--- src/rtl/sa_pkg.sv ---
// ---------------------------------------------------------------------------
// sa_pkg
// Shared definitions for the systolic-array sequencer slice: array geometry,
// BRAM widths, compute cycle counts, FSM states, scratch-pad (SP) word map and
// status codes, plus two small helpers used by the controller.
// ---------------------------------------------------------------------------
package sa_pkg;

  localparam int DIM    = 8;
  localparam int ADDR_W = 32;
  localparam int DATA_W = 32;
  localparam int OS_CYC = 3*DIM - 2;
  localparam int WS_CYC = 4*DIM - 2;

  // Width of a row/col index, and of a bound (1..DIM) or a job dimension field.
  localparam int IDX_W = $clog2(DIM);
  localparam int BND_W = IDX_W + 1;

  typedef enum logic [2:0] {
    S_IDLE,
    S_CFG,
    S_ERR,
    S_LOAD,
    S_CLR,
    S_RUN,
    S_STORE,
    S_DONE
  } state_e;

  localparam logic [ADDR_W-1:0] SP_START = 32'd0;
  localparam logic [ADDR_W-1:0] SP_MODE  = 32'd4;
  localparam logic [ADDR_W-1:0] SP_M     = 32'd8;
  localparam logic [ADDR_W-1:0] SP_K     = 32'd12;
  localparam logic [ADDR_W-1:0] SP_N     = 32'd16;
  localparam logic [ADDR_W-1:0] SP_STAT  = 32'd20;

  localparam logic [DATA_W-1:0] STAT_DONE = 32'd1;
  localparam logic [DATA_W-1:0] STAT_ERR  = 32'd2;

  localparam logic MODE_WS = 1'b0;
  localparam logic MODE_OS = 1'b1;

  // Byte address of element (r, c) in a row-major matrix with the given row
  // stride; the element index is scaled by 4 so bits [1:0] are always zero.
  function automatic logic [ADDR_W-1:0] elem_addr(input logic [IDX_W-1:0] r,
                                                  input logic [IDX_W-1:0] c,
                                                  input logic [BND_W-1:0] stride);
    logic [ADDR_W-1:0] lin;
    lin = ADDR_W'(r) * ADDR_W'(stride) + ADDR_W'(c);
    return lin << 2;
  endfunction

  // A job dimension is legal when it lies in 1..DIM.
  function automatic logic dim_ok(input logic [BND_W-1:0] v);
    return (v != '0) && (v <= BND_W'(DIM));
  endfunction

endpackage

--- src/rtl/sa_ctrl_if.sv ---
// ---------------------------------------------------------------------------
// sa_ctrl_if
// Bundles every bus the sequencer talks to:
//   SP port B  : sp_addr, sp_din, sp_we (out), sp_dout (in, 1-cycle latency)
//   A/W BRAMs  : a_addr, w_addr read addresses
//   operand RF : ld_we, ld_row, ld_col, ld_a_zero, ld_w_zero
//   array      : sa_mode, sa_clear, sa_run
//   O BRAM     : o_addr, o_we, o_row, o_col (result-mux select)
// master = sequencer side, slave = memory/array side.
// ---------------------------------------------------------------------------
interface sa_ctrl_if;
  import sa_pkg::*;

  logic [ADDR_W-1:0] sp_addr;
  logic [DATA_W-1:0] sp_dout;
  logic [DATA_W-1:0] sp_din;
  logic [3:0]        sp_we;

  logic [ADDR_W-1:0] a_addr;
  logic [ADDR_W-1:0] w_addr;

  logic              ld_we;
  logic [IDX_W-1:0]  ld_row;
  logic [IDX_W-1:0]  ld_col;
  logic              ld_a_zero;
  logic              ld_w_zero;

  logic              sa_mode;
  logic              sa_clear;
  logic              sa_run;

  logic [ADDR_W-1:0] o_addr;
  logic [3:0]        o_we;
  logic [IDX_W-1:0]  o_row;
  logic [IDX_W-1:0]  o_col;

  modport master (
    output sp_addr, sp_din, sp_we,
    input  sp_dout,
    output a_addr, w_addr,
    output ld_we, ld_row, ld_col, ld_a_zero, ld_w_zero,
    output sa_mode, sa_clear, sa_run,
    output o_addr, o_we, o_row, o_col
  );

  modport slave (
    input  sp_addr, sp_din, sp_we,
    output sp_dout,
    input  a_addr, w_addr,
    input  ld_we, ld_row, ld_col, ld_a_zero, ld_w_zero,
    input  sa_mode, sa_clear, sa_run,
    input  o_addr, o_we, o_row, o_col
  );

endinterface

--- src/rtl/sa_idx_gen.sv ---
// ---------------------------------------------------------------------------
// sa_idx_gen
// Row-major 2-D index counter. col runs 0..cols-1 inside row 0..rows-1.
// Ports:
//   clk, reset (async, active-low)
//   restart  : force the index back to (0,0); has priority over advance
//   advance  : step to the next element
//   rows/cols: bounds, 1..DIM
//   row/col  : current element
//   wrap     : high while advancing from the final element (index returns to 0)
// ---------------------------------------------------------------------------
module sa_idx_gen
  import sa_pkg::*;
(
  input  logic             clk,
  input  logic             reset,
  input  logic             restart,
  input  logic             advance,
  input  logic [BND_W-1:0] rows,
  input  logic [BND_W-1:0] cols,
  output logic [IDX_W-1:0] row,
  output logic [IDX_W-1:0] col,
  output logic             wrap
);

  logic last_col;
  logic last_row;

  assign last_col = ({1'b0, col} == cols - BND_W'(1));
  assign last_row = ({1'b0, row} == rows - BND_W'(1));
  assign wrap     = advance && last_col && last_row;

  always_ff @(posedge clk or negedge reset) begin
    if (!reset) begin
      row <= '0;
      col <= '0;
    end else if (restart) begin
      row <= '0;
      col <= '0;
    end else if (advance) begin
      if (last_col) begin
        col <= '0;
        row <= last_row ? '0 : row + IDX_W'(1);
      end else begin
        col <= col + IDX_W'(1);
      end
    end
  end

endmodule

--- src/rtl/sa_ctrl.sv ---
// ---------------------------------------------------------------------------
// sa_ctrl
// Job sequencer for the DIMxDIM systolic array. Polls the SP start word,
// reads mode/M/K/N, loads zero-padded A and W operands, clears and runs the
// array, writes the MxN result row-major to O BRAM and posts status in SP.
// Ports:
//   clk, reset (async, active-low)
//   bus  : sa_ctrl_if master (SP, A/W, operand RF, array, O BRAM)
//   busy : high whenever the FSM is not IDLE
//   err  : sticky illegal-config flag, cleared when the next job starts
// ---------------------------------------------------------------------------
module sa_ctrl
  import sa_pkg::*;
(
  input  logic      clk,
  input  logic      reset,
  sa_ctrl_if.master bus,
  output logic      busy,
  output logic      err
);

  state_e           state;
  state_e           state_nxt;
  logic [5:0]       cnt;
  logic             poll_ok;

  logic             mode_q;
  logic [BND_W-1:0] m_q;
  logic [BND_W-1:0] k_q;
  logic [BND_W-1:0] n_q;

  logic [BND_W-1:0] n_in;
  logic             start_seen;
  logic             cfg_ok;
  logic [5:0]       run_last;

  logic             ld_tail;
  logic             ld_issue;
  logic             ld_wrap;
  logic [IDX_W-1:0] ld_r;
  logic [IDX_W-1:0] ld_c;

  logic             st_adv;
  logic             st_wrap;
  logic [IDX_W-1:0] st_r;
  logic [IDX_W-1:0] st_c;

  logic             ld_we_q;
  logic [IDX_W-1:0] ld_row_q;
  logic [IDX_W-1:0] ld_col_q;
  logic             ld_a_zero_q;
  logic             ld_w_zero_q;

  logic             sp_dout_unused;

  assign sp_dout_unused = ^bus.sp_dout[DATA_W-1:BND_W];

  // The SP read data lags the address by a cycle, so the word seen in the
  // first IDLE cycle belongs to whatever the previous state addressed (after
  // DONE/ERR that can be a read-first copy of the start word being cleared).
  // Only trust sp_dout once IDLE has itself driven the poll address.
  assign start_seen = poll_ok && bus.sp_dout[0];

  // N arrives on sp_dout in the last CFG cycle, the same edge it is latched.
  assign n_in   = bus.sp_dout[BND_W-1:0];
  assign cfg_ok = dim_ok(m_q) && dim_ok(k_q) && dim_ok(n_in);

  assign run_last = (mode_q == MODE_OS) ? 6'(OS_CYC - 1) : 6'(WS_CYC - 1);

  assign ld_issue = (state == S_LOAD) && !ld_tail;
  assign st_adv   = (state == S_STORE);

  sa_idx_gen u_ld_idx (
    .clk     (clk),
    .reset   (reset),
    .restart (state != S_LOAD),
    .advance (ld_issue),
    .rows    (BND_W'(DIM)),
    .cols    (BND_W'(DIM)),
    .row     (ld_r),
    .col     (ld_c),
    .wrap    (ld_wrap)
  );

  sa_idx_gen u_st_idx (
    .clk     (clk),
    .reset   (reset),
    .restart (state != S_STORE),
    .advance (st_adv),
    .rows    (m_q),
    .cols    (n_q),
    .row     (st_r),
    .col     (st_c),
    .wrap    (st_wrap)
  );

  // State register plus a shared per-state cycle counter that restarts on
  // every state change (used by CFG, ERR, RUN and DONE).
  always_ff @(posedge clk or negedge reset) begin
    if (!reset) begin
      state   <= S_IDLE;
      cnt     <= '0;
      poll_ok <= 1'b0;
    end else begin
      state   <= state_nxt;
      cnt     <= (state_nxt != state || state == S_IDLE) ? '0 : cnt + 6'd1;
      poll_ok <= (state == S_IDLE);
    end
  end

  always_comb begin
    state_nxt = state;
    unique case (state)
      S_IDLE:  if (start_seen)       state_nxt = S_CFG;
      S_CFG:   if (cnt == 6'd4)      state_nxt = cfg_ok ? S_LOAD : S_ERR;
      S_ERR:   if (cnt == 6'd1)      state_nxt = S_IDLE;
      S_LOAD:  if (ld_tail)          state_nxt = S_CLR;
      S_CLR:                         state_nxt = S_RUN;
      S_RUN:   if (cnt == run_last)  state_nxt = S_STORE;
      S_STORE: if (st_wrap)          state_nxt = S_DONE;
      S_DONE:  if (cnt == 6'd1)      state_nxt = S_IDLE;
      default:                       state_nxt = S_IDLE;
    endcase
  end

  // Job registers: CFG cycle n captures the word addressed in cycle n-1.
  always_ff @(posedge clk or negedge reset) begin
    if (!reset) begin
      mode_q <= MODE_WS;
      m_q    <= '0;
      k_q    <= '0;
      n_q    <= '0;
    end else if (state == S_CFG) begin
      unique case (cnt)
        6'd1:    mode_q <= bus.sp_dout[0];
        6'd2:    m_q    <= bus.sp_dout[BND_W-1:0];
        6'd3:    k_q    <= bus.sp_dout[BND_W-1:0];
        6'd4:    n_q    <= n_in;
        default: ;
      endcase
    end
  end

  always_ff @(posedge clk or negedge reset) begin
    if (!reset) begin
      err <= 1'b0;
    end else if (state == S_IDLE && start_seen) begin
      err <= 1'b0;
    end else if (state == S_ERR) begin
      err <= 1'b1;
    end
  end

  // LOAD issues DIM*DIM reads, then spends one tail cycle so the last
  // element's register-file write (one cycle behind the address) lands.
  // The write strobe and its index/padding flags are delayed to match the
  // BRAM read latency.
  always_ff @(posedge clk or negedge reset) begin
    if (!reset) begin
      ld_tail     <= 1'b0;
      ld_we_q     <= 1'b0;
      ld_row_q    <= '0;
      ld_col_q    <= '0;
      ld_a_zero_q <= 1'b0;
      ld_w_zero_q <= 1'b0;
    end else begin
      if (state != S_LOAD) begin
        ld_tail <= 1'b0;
      end else if (ld_wrap) begin
        ld_tail <= 1'b1;
      end
      ld_we_q     <= ld_issue;
      ld_row_q    <= ld_issue ? ld_r : '0;
      ld_col_q    <= ld_issue ? ld_c : '0;
      ld_a_zero_q <= ld_issue && !(({1'b0, ld_r} < m_q) && ({1'b0, ld_c} < k_q));
      ld_w_zero_q <= ld_issue && !(({1'b0, ld_r} < k_q) && ({1'b0, ld_c} < n_q));
    end
  end

  // SP port: IDLE polls the start word, CFG walks the job words, and
  // ERR/DONE write the status word then clear the start word.
  always_comb begin
    bus.sp_addr = SP_START;
    bus.sp_din  = '0;
    bus.sp_we   = 4'h0;
    unique case (state)
      S_CFG: begin
        unique case (cnt)
          6'd0:    bus.sp_addr = SP_MODE;
          6'd1:    bus.sp_addr = SP_M;
          6'd2:    bus.sp_addr = SP_K;
          6'd3:    bus.sp_addr = SP_N;
          default: bus.sp_addr = SP_START;
        endcase
      end
      S_ERR, S_DONE: begin
        bus.sp_we = 4'hF;
        if (cnt == 6'd0) begin
          bus.sp_addr = SP_STAT;
          bus.sp_din  = (state == S_ERR) ? STAT_ERR : STAT_DONE;
        end
      end
      default: ;
    endcase
  end

  // Operand fetch, array control and result write-back.
  always_comb begin
    bus.a_addr    = ld_issue ? elem_addr(ld_r, ld_c, k_q) : '0;
    bus.w_addr    = ld_issue ? elem_addr(ld_r, ld_c, n_q) : '0;
    bus.ld_we     = ld_we_q;
    bus.ld_row    = ld_row_q;
    bus.ld_col    = ld_col_q;
    bus.ld_a_zero = ld_a_zero_q;
    bus.ld_w_zero = ld_w_zero_q;
    bus.sa_mode   = mode_q;
    bus.sa_clear  = (state == S_CLR);
    bus.sa_run    = (state == S_RUN);
    bus.o_addr    = st_adv ? elem_addr(st_r, st_c, n_q) : '0;
    bus.o_we      = st_adv ? 4'hF : 4'h0;
    bus.o_row     = st_adv ? st_r : '0;
    bus.o_col     = st_adv ? st_c : '0;
  end

  assign busy = (state != S_IDLE);

endmodule

--- src/flat_wrapper.sv ---
// flat-port wrapper written by rule: the top's interface ports become plain ports
module sa_ctrl_flat import sa_pkg::*;
  (clk, reset, busy, err, bus_sp_addr, bus_sp_din, bus_sp_we, bus_sp_dout, bus_a_addr, bus_w_addr, bus_ld_we, bus_ld_row, bus_ld_col, bus_ld_a_zero, bus_ld_w_zero, bus_sa_mode, bus_sa_clear, bus_sa_run, bus_o_addr, bus_o_we, bus_o_row, bus_o_col);
  sa_ctrl_if bus_i ();
  input  logic clk;
  input  logic reset;
  output logic busy;
  output logic err;
  output wire logic [$bits(bus_i.sp_addr)-1:0] bus_sp_addr;
  output wire logic [$bits(bus_i.sp_din)-1:0] bus_sp_din;
  output wire logic [$bits(bus_i.sp_we)-1:0] bus_sp_we;
  input wire logic [$bits(bus_i.sp_dout)-1:0] bus_sp_dout;
  output wire logic [$bits(bus_i.a_addr)-1:0] bus_a_addr;
  output wire logic [$bits(bus_i.w_addr)-1:0] bus_w_addr;
  output wire logic [$bits(bus_i.ld_we)-1:0] bus_ld_we;
  output wire logic [$bits(bus_i.ld_row)-1:0] bus_ld_row;
  output wire logic [$bits(bus_i.ld_col)-1:0] bus_ld_col;
  output wire logic [$bits(bus_i.ld_a_zero)-1:0] bus_ld_a_zero;
  output wire logic [$bits(bus_i.ld_w_zero)-1:0] bus_ld_w_zero;
  output wire logic [$bits(bus_i.sa_mode)-1:0] bus_sa_mode;
  output wire logic [$bits(bus_i.sa_clear)-1:0] bus_sa_clear;
  output wire logic [$bits(bus_i.sa_run)-1:0] bus_sa_run;
  output wire logic [$bits(bus_i.o_addr)-1:0] bus_o_addr;
  output wire logic [$bits(bus_i.o_we)-1:0] bus_o_we;
  output wire logic [$bits(bus_i.o_row)-1:0] bus_o_row;
  output wire logic [$bits(bus_i.o_col)-1:0] bus_o_col;
  assign bus_sp_addr = bus_i.sp_addr;
  assign bus_sp_din = bus_i.sp_din;
  assign bus_sp_we = bus_i.sp_we;
  assign bus_i.sp_dout = bus_sp_dout;
  assign bus_a_addr = bus_i.a_addr;
  assign bus_w_addr = bus_i.w_addr;
  assign bus_ld_we = bus_i.ld_we;
  assign bus_ld_row = bus_i.ld_row;
  assign bus_ld_col = bus_i.ld_col;
  assign bus_ld_a_zero = bus_i.ld_a_zero;
  assign bus_ld_w_zero = bus_i.ld_w_zero;
  assign bus_sa_mode = bus_i.sa_mode;
  assign bus_sa_clear = bus_i.sa_clear;
  assign bus_sa_run = bus_i.sa_run;
  assign bus_o_addr = bus_i.o_addr;
  assign bus_o_we = bus_i.o_we;
  assign bus_o_row = bus_i.o_row;
  assign bus_o_col = bus_i.o_col;
  sa_ctrl u_core (.clk(clk), .reset(reset), .bus(bus_i), .busy(busy), .err(err));
endmodule
--- config.mk ---
export PLATFORM = sky130hd
export DESIGN_NAME = sa_ctrl_flat
export DESIGN_NICKNAME = d
export VERILOG_FILES = /design/src/rtl/sa_pkg.sv /design/src/rtl/sa_ctrl_if.sv /design/src/rtl/sa_idx_gen.sv /design/src/rtl/sa_ctrl.sv /design/src/flat_wrapper.sv
export SDC_FILE = /design/constraint.sdc
export NUM_CORES = 1
export LEC_CHECK = 0
export ABC_AREA = 1
export CORE_MARGIN = 2
export CORE_UTILIZATION = 45
export DETAILED_ROUTE_END_ITERATION = 8
export DONT_BUFFER_PORTS = 1
export GPL_ROUTABILITY_DRIVEN = 0
export MAX_ROUTING_LAYER = met4
export SLEW_MARGIN = 0
export SYNTH_ARGS = -nofsm -noshare
export SYNTH_HDL_FRONTEND = slang
export SYNTH_SLANG_ARGS = --single-unit
--- constraint.sdc ---
create_clock -name clk -period 4.5 [get_ports clk]
set_input_delay 1.35 -clock clk [delete_from_list [all_inputs] [get_ports clk]]
set_output_delay 1.35 -clock clk [all_outputs]
set_load 0.01 [all_outputs]
# Word level (Yosys, flattened, before mapping)
# Cells that the tools add are included.
# classes
n_addsub,10
mul,3
order_cmp,7
eq_ne,19
muxes,43
n_reduce_logical,39
# ops
cell,n
two-way mux 32 bit,5
two-way mux 3 bit,24
one-hot mux 32 bit (2 select lines),1
adder 7 x 3 -> 8 bit,3
multiplier 3 x 4 -> 7 bit,3
one-hot mux 3 bit (7 select lines),1
one-hot mux 5 bit (4 select lines),1
== test 3 bit (second input constant),6
logical AND 1 bit,16
less-than comparator 3 x 4 -> 1 bit,4
adder 3 x 1 -> 3 bit (second input constant),4
== test 6 x 2 -> 1 bit (second input constant),2
less-or-equal comparator 4 bit (second input constant),3
two-way mux 4 bit,3
AND reduction 2 bit,6
nonzero test 2 bit,6
nonzero test 4 bit,3
== test 3 x 4 -> 1 bit,2
subtractor 4 x 1 -> 4 bit (second input constant),2
adder 6 x 1 -> 6 bit (second input constant),1
== test 3 x 2 -> 1 bit (second input constant),2
== test 6 x 1 -> 1 bit (second input constant),1
== test 6 x 3 -> 1 bit (second input constant),1
== test 6 bit,1
14 further kinds,20
# word_totals
regBits,46
wordCells,139

# Longest topological paths before layout
# logic_depth
word_depth,10
ltp_mapped,17
mapped_depth_nobuf,16

# Hierarchy
# From an unflattened synthesis, not the netlist that was laid out.
# unflattened
cells_unflattened,758
area_unflattened_um2,5537.8
# by_module_without_submodules
module,n_inst,cells_each,area_each_um2
sa_ctrl,1,590,4429.2
sa_idx_gen,2,84,554.3

# Worst setup path before layout
# OpenSTA, ideal clock, no wires.
# synth_path
path_type,reg-to-output
from,register u_core.u_ld_idx.row[2]
to,output port bus_a_addr[9]
arrival_time_ns,2.890
required_ns,3.150
setup_slack_ns,0.260
path_stages_with_launch,11
path_buffers,1
cell_sequence,dfrtp_1 > clkbuf_1 > nand2_1 > fa_1 > fa_1 > fa_1 > o31ai_1 > inv_1 > nor2_1 > o21ai_0 > nor2_1
# synth_via
elab_chain_cells,3
# synth_lines
element,line_no,source
start: declaration,sa_idx_gen.sv:21,"output logic [IDX_W-1:0] row,"
start signal: assignment,sa_idx_gen.sv:43,row <= last_row ? '0 : row + IDX_W'(1);
multiplier 3 x 4 -> 7 bit,sa_pkg.sv:49,lin = ADDR_W'(r) * ADDR_W'(stride) + ADDR_W'(c);
adder 7 x 3 -> 8 bit,sa_pkg.sv:49,
two-way mux 32 bit,sa_ctrl.sv:209,"bus.a_addr = ld_issue ? elem_addr(ld_r, ld_c, k_q) : '0;"
end: declaration,flat_wrapper.sv:13,output wire logic [$bits(bus_i.a_addr)-1:0] bus_a_addr;
# Every way passes these cells.

# Final worst setup path
# layout_path
from,register u_core.u_ld_idx.row[1]
to,output port bus_w_addr[8]
# layout_via
elab_chain_cells,3
# layout_lines
element,line_no,source
multiplier 3 x 4 -> 7 bit,sa_pkg.sv:49,
adder 7 x 3 -> 8 bit,sa_pkg.sv:49,
two-way mux 32 bit,sa_ctrl.sv:210,"bus.w_addr = ld_issue ? elem_addr(ld_r, ld_c, n_q) : '0;"
end: declaration,flat_wrapper.sv:14,output wire logic [$bits(bus_i.w_addr)-1:0] bus_w_addr;
# Every way passes these cells.

==> qor.yml <==
synth_area_leader_cell: "dfrtp_1"
grt_max_degree: 47
path_max_fanout: 3
clk_pin_slew_worst_paths_ps: 70
port_buffers: 0
ff_latch_area_um2: 1160
yosys.area.top_type_share_pct: 22.4
max_slew_margin_pct: 62.3
slowest_stage: "fa_2"
ys_ff_latch: 46
ff2ff_setup_slack_ps: 2490
viasPerCell: 4.44
total_power_uw: 1970
ant_nets: 0
wl_per_cell_um: 11.4
p_leak_uw: 0.00285
yosys_warnings: 0
p_per_area_nw_per_um2: 383
dr.first_iter.drc_count: 145
power_switching_uw: 876
io_pins: 222
whs_path_depth: 2
die_height_um: 111
max_stage_delay_ps: 590
p_clk_share_pct: 21.4
grt.total_usage_pct: 15.6
drcViolationCount: 0
synth_top_family_by_area: "buffers and inverters"
crit_path_start_kind: "flip-flop"
final_layout_size_suffix_gt1_share_pct: 12.9
placed_cells: 809
start_util_pct: 46.7
setup.worst_path.end_class: "output port"
yosys.area_share.simple_pct: 20.0
min_from: "u_core.m_q[1]$_DFFE_PN0P_"
worst_slack_ps: -8.89
crit_required_ps: 3150
synth_compound_area_share_pct: 5.86
timing.rr.start: "u_core.n_q[0]$_DFFE_PN0P_"
fp-row-count: 38
routed_wl_mm: 9.43
clockBufferDepth: 2
cts_buffers: 5
slew_violations: 0
worst_ep_arrival_time_ps: 3160
grt_pass1_wl_mm: 15.6
htreeDepth: 2
swShare_pct: 44.4
ir_drop_mv: 0.307
finalSetupViolations: 1
synth_area_um2: 5130
min_path_type: "flip-flop to flip-flop"
drtPass1Iterations: 4
antenna_found_initial: 0
rsz0062_at_grt: "yes"
nNetsFinal: 792
dp_hpwl_mm: 7.72
fillCellCount: 1106
outcome: "finished with violations"
num_antenna_cells: 0
pwr-share-comb_pct: 45.6
worst_pin_slew_ps: 560
cts_hold_buf: 0
die_w_um: 111
cts_sinks: 46
min_period_ps: 4510
fin_crit_sh_pct: 100
min_to: "u_core.m_q[1]$_DFFE_PN0P_"
yosysSeqAreaShare_pct: 22.4
synth.area.top_cells: "dfrtp_1 22%, buf_4 20%, ha_1 14%, inv_1 7.7%, nand2_1 6.4%"
finClkSkew_ps: 4.86
cp_cell_sequence: "buf_6 -> nand2_2 -> fa_1 -> fa_2 -> inv_2 -> ha_4 -> a21oi_2 -> nor2_2 -> nor2_1 -> nor2_1 -> nor2_1 -> nor2_1 -> nor2_1 -> xor2_1 -> nor2_2"
seqPwrFrac_pct: 33.0
final_cells: 828
yosys.area_share.xor_xnor_pct: 3.07
syn_avg_cell_area_um2: 7.60
syn2layout_area_growth_pct: 0.512
worstSetupPathType: "flip-flop to output port"
grt_pass1_vias: 3363
gr-total-overflow: 0
cts_tree: "yes"
crit_path_frequent_cell: "nor2_1"
violations: "negative setup slack"
root_buffer: "clkbuf_16"
dieArea_um2: 12300
multiInputGateArea_um2: 3040
max_freq_mhz: 222
syn-instance-count: 675
core-area_um2: 11000
clk_latency_ps: 280
r2r_end: "u_core.cnt[3]$_DFF_PN0_"
hold_viol: 0
vias: 3675
synth_mux_area_share_pct: 0
internal-power_uw: 1100
cap_violations: 0
synthAdderAreaFrac_pct: 19.1
ys_types: 34
rr_worst_depth: 12
hold_ws_ps: 487
[area by class of cell]
cell class / instances / area share (%)
clock inverter: 3 / 0.850
tap: 140 / 3.40
sequential: 46 / 22.5
multi-input combinational: 497 / 59.0
inverter: 113 / 8.28
timing repair buffer: 24 / 3.57
clock buffer: 5 / 2.43
[worst max path at each step]
stage                                       startpoint            end  slack [ps]  cells after the start
CTS                 u_core.u_ld_idx.row[1]$_DFFE_PN0P_  bus_a_addr[8]          -3                     15
floorplan           u_core.u_ld_idx.row[2]$_DFFE_PN0P_  bus_a_addr[9]         260                     10
detailed placement  u_core.u_ld_idx.row[1]$_DFFE_PN0P_  bus_a_addr[9]         130                     10
global placement    u_core.u_ld_idx.row[1]$_DFFE_PN0P_  bus_a_addr[9]         210                     10
finish              u_core.u_ld_idx.row[1]$_DFFE_PN0P_  bus_w_addr[8]          -9                     15
global route        u_core.u_ld_idx.row[1]$_DFFE_PN0P_  bus_w_addr[8]        -160                     15
[layout by cell type (no fill, tap or decap), types with 4 or more instances in the layout]
| cell | netlist | final |
|---|---|---|
| nand4_1 | 6 | 6 |
| o21ai_0 | 30 | 30 |
| nand2_2 | 4 | 5 |
| inv_1 | 105 | 103 |
| inv_2 | 7 | 9 |
| a21boi_0 | 4 | 4 |
| nand2_1 | 87 | 86 |
| clkbuf_16 | 0 | 5 |
| nor2_2 | 7 | 15 |
| nor2_1 | 73 | 65 |
| fa_1 | 12 | 9 |
| conb_1 | 1 | 131 |
| xor2_1 | 13 | 13 |
| dfrtp_1 | 46 | 40 |
| a21oi_1 | 8 | 5 |
| buf_4 | 138 | 23 |
| dfrtp_2 | 0 | 6 |
| nor3_1 | 9 | 9 |
| o211ai_1 | 4 | 4 |
| ha_1 | 59 | 57 |
| nand3_1 | 26 | 26 |
| xnor2_1 | 5 | 5 |
[synthesized netlist by cell type]
| cell | n |
|---|---|
| a21boi_0 | 4 |
| a21oi_1 | 8 |
| a41oi_1 | 2 |
| buf_2 | 4 |
| buf_4 | 138 |
| clkbuf_1 | 7 |
| conb_1 | 1 |
| dfrtp_1 | 46 |
| fa_1 | 12 |
| ha_1 | 59 |
| inv_1 | 105 |
| inv_2 | 7 |
| inv_4 | 1 |
| nand2_1 | 87 |
| nand2_2 | 4 |
| nand2_4 | 2 |
| nand3_1 | 26 |
| nand3_2 | 1 |
| nand3b_1 | 1 |
| nand4_1 | 6 |
| nand4_2 | 1 |
| nor2_1 | 73 |
| nor2_2 | 7 |
| nor2_4 | 3 |
| nor2_8 | 1 |
| nor3_1 | 9 |
| nor3_4 | 2 |
| o211ai_1 | 4 |
| o21ai_0 | 30 |
| o21ai_1 | 2 |
| o31ai_1 | 3 |
| or2_2 | 1 |
| xnor2_1 | 5 |
| xor2_1 | 13 |
[per-stage QoR]
step                setup TNS, ps  setup slack (ps)  utilization [%]  instance area (µm²)
finish                      -8.89             -8.89             46.9                 5150
global route                 -647              -157             46.9                 5150
CTS                         -2.78             -2.78             45.9                 5050
detailed placement              0               132             43.8                 4810
global placement                0               206             43.8                 4810
floorplan                       0               260                -                 5620
[kinds of logic (layout without fill, tap and decap cells)]
| family | after synthesis | count (layout) |
|---|---|---|
| buffers and inverters | 262 | 145 |
| DFF | 46 | 46 |
| other | 1 | 131 |
| AOI/OAI and AO/OA | 53 | 53 |
| xor gates and xnor gates | 18 | 18 |
| adders and majority gates | 71 | 71 |
| and+or+nand+nor | 224 | 224 |
[power by group through the flow]
stage	registers (µW)	clock network [µW]	logic, µW
after floorplan	598	0	814
after global placement	653	0	851
after detailed placement	655	0	872
after CTS	653	431	879
after global routing	670	444	1040
final	651	422	898
[state kept, by name, indices dropped and copies added, names as in the netlist, 3 cells and up]
register and count:
u_core.bus.ld_col 3, u_core.bus.ld_row 3, u_core.cnt 6, u_core.k_q 4
u_core.m_q 4, u_core.n_q 4, u_core.state 3, u_core.u_ld_idx.col 3
u_core.u_ld_idx.row 3, u_core.u_st_idx.col 3, u_core.u_st_idx.row 3
[layer usage]
metal  wire length (µm)  GRT usage (%)
met3                531           2.46
met5                  0              -
met2               4730           27.4
met4                146           4.33
met1               4020           18.5
[worst max-delay path, delay by kind of cell (launching register included)]
family                   cells  cell delay, ps
AND/OR/NAND/NOR              8             760
buffers and inverters        2             180
XOR/XNOR                     1             160
adder cells (fa/ha/maj)      3            1280
flip-flops                   1             440
AO/OA/AOI/OAI                1              60
[timing repair]
item | CTS | global route
endpoints found under the hold margin | 0 | 0
pin swaps | 12 | 21
setup buffers | 4 | 7
setup endpoints to repair | 7 | 7
gates resized for setup | 14 | 16
(Power assumes the default switching activity.)
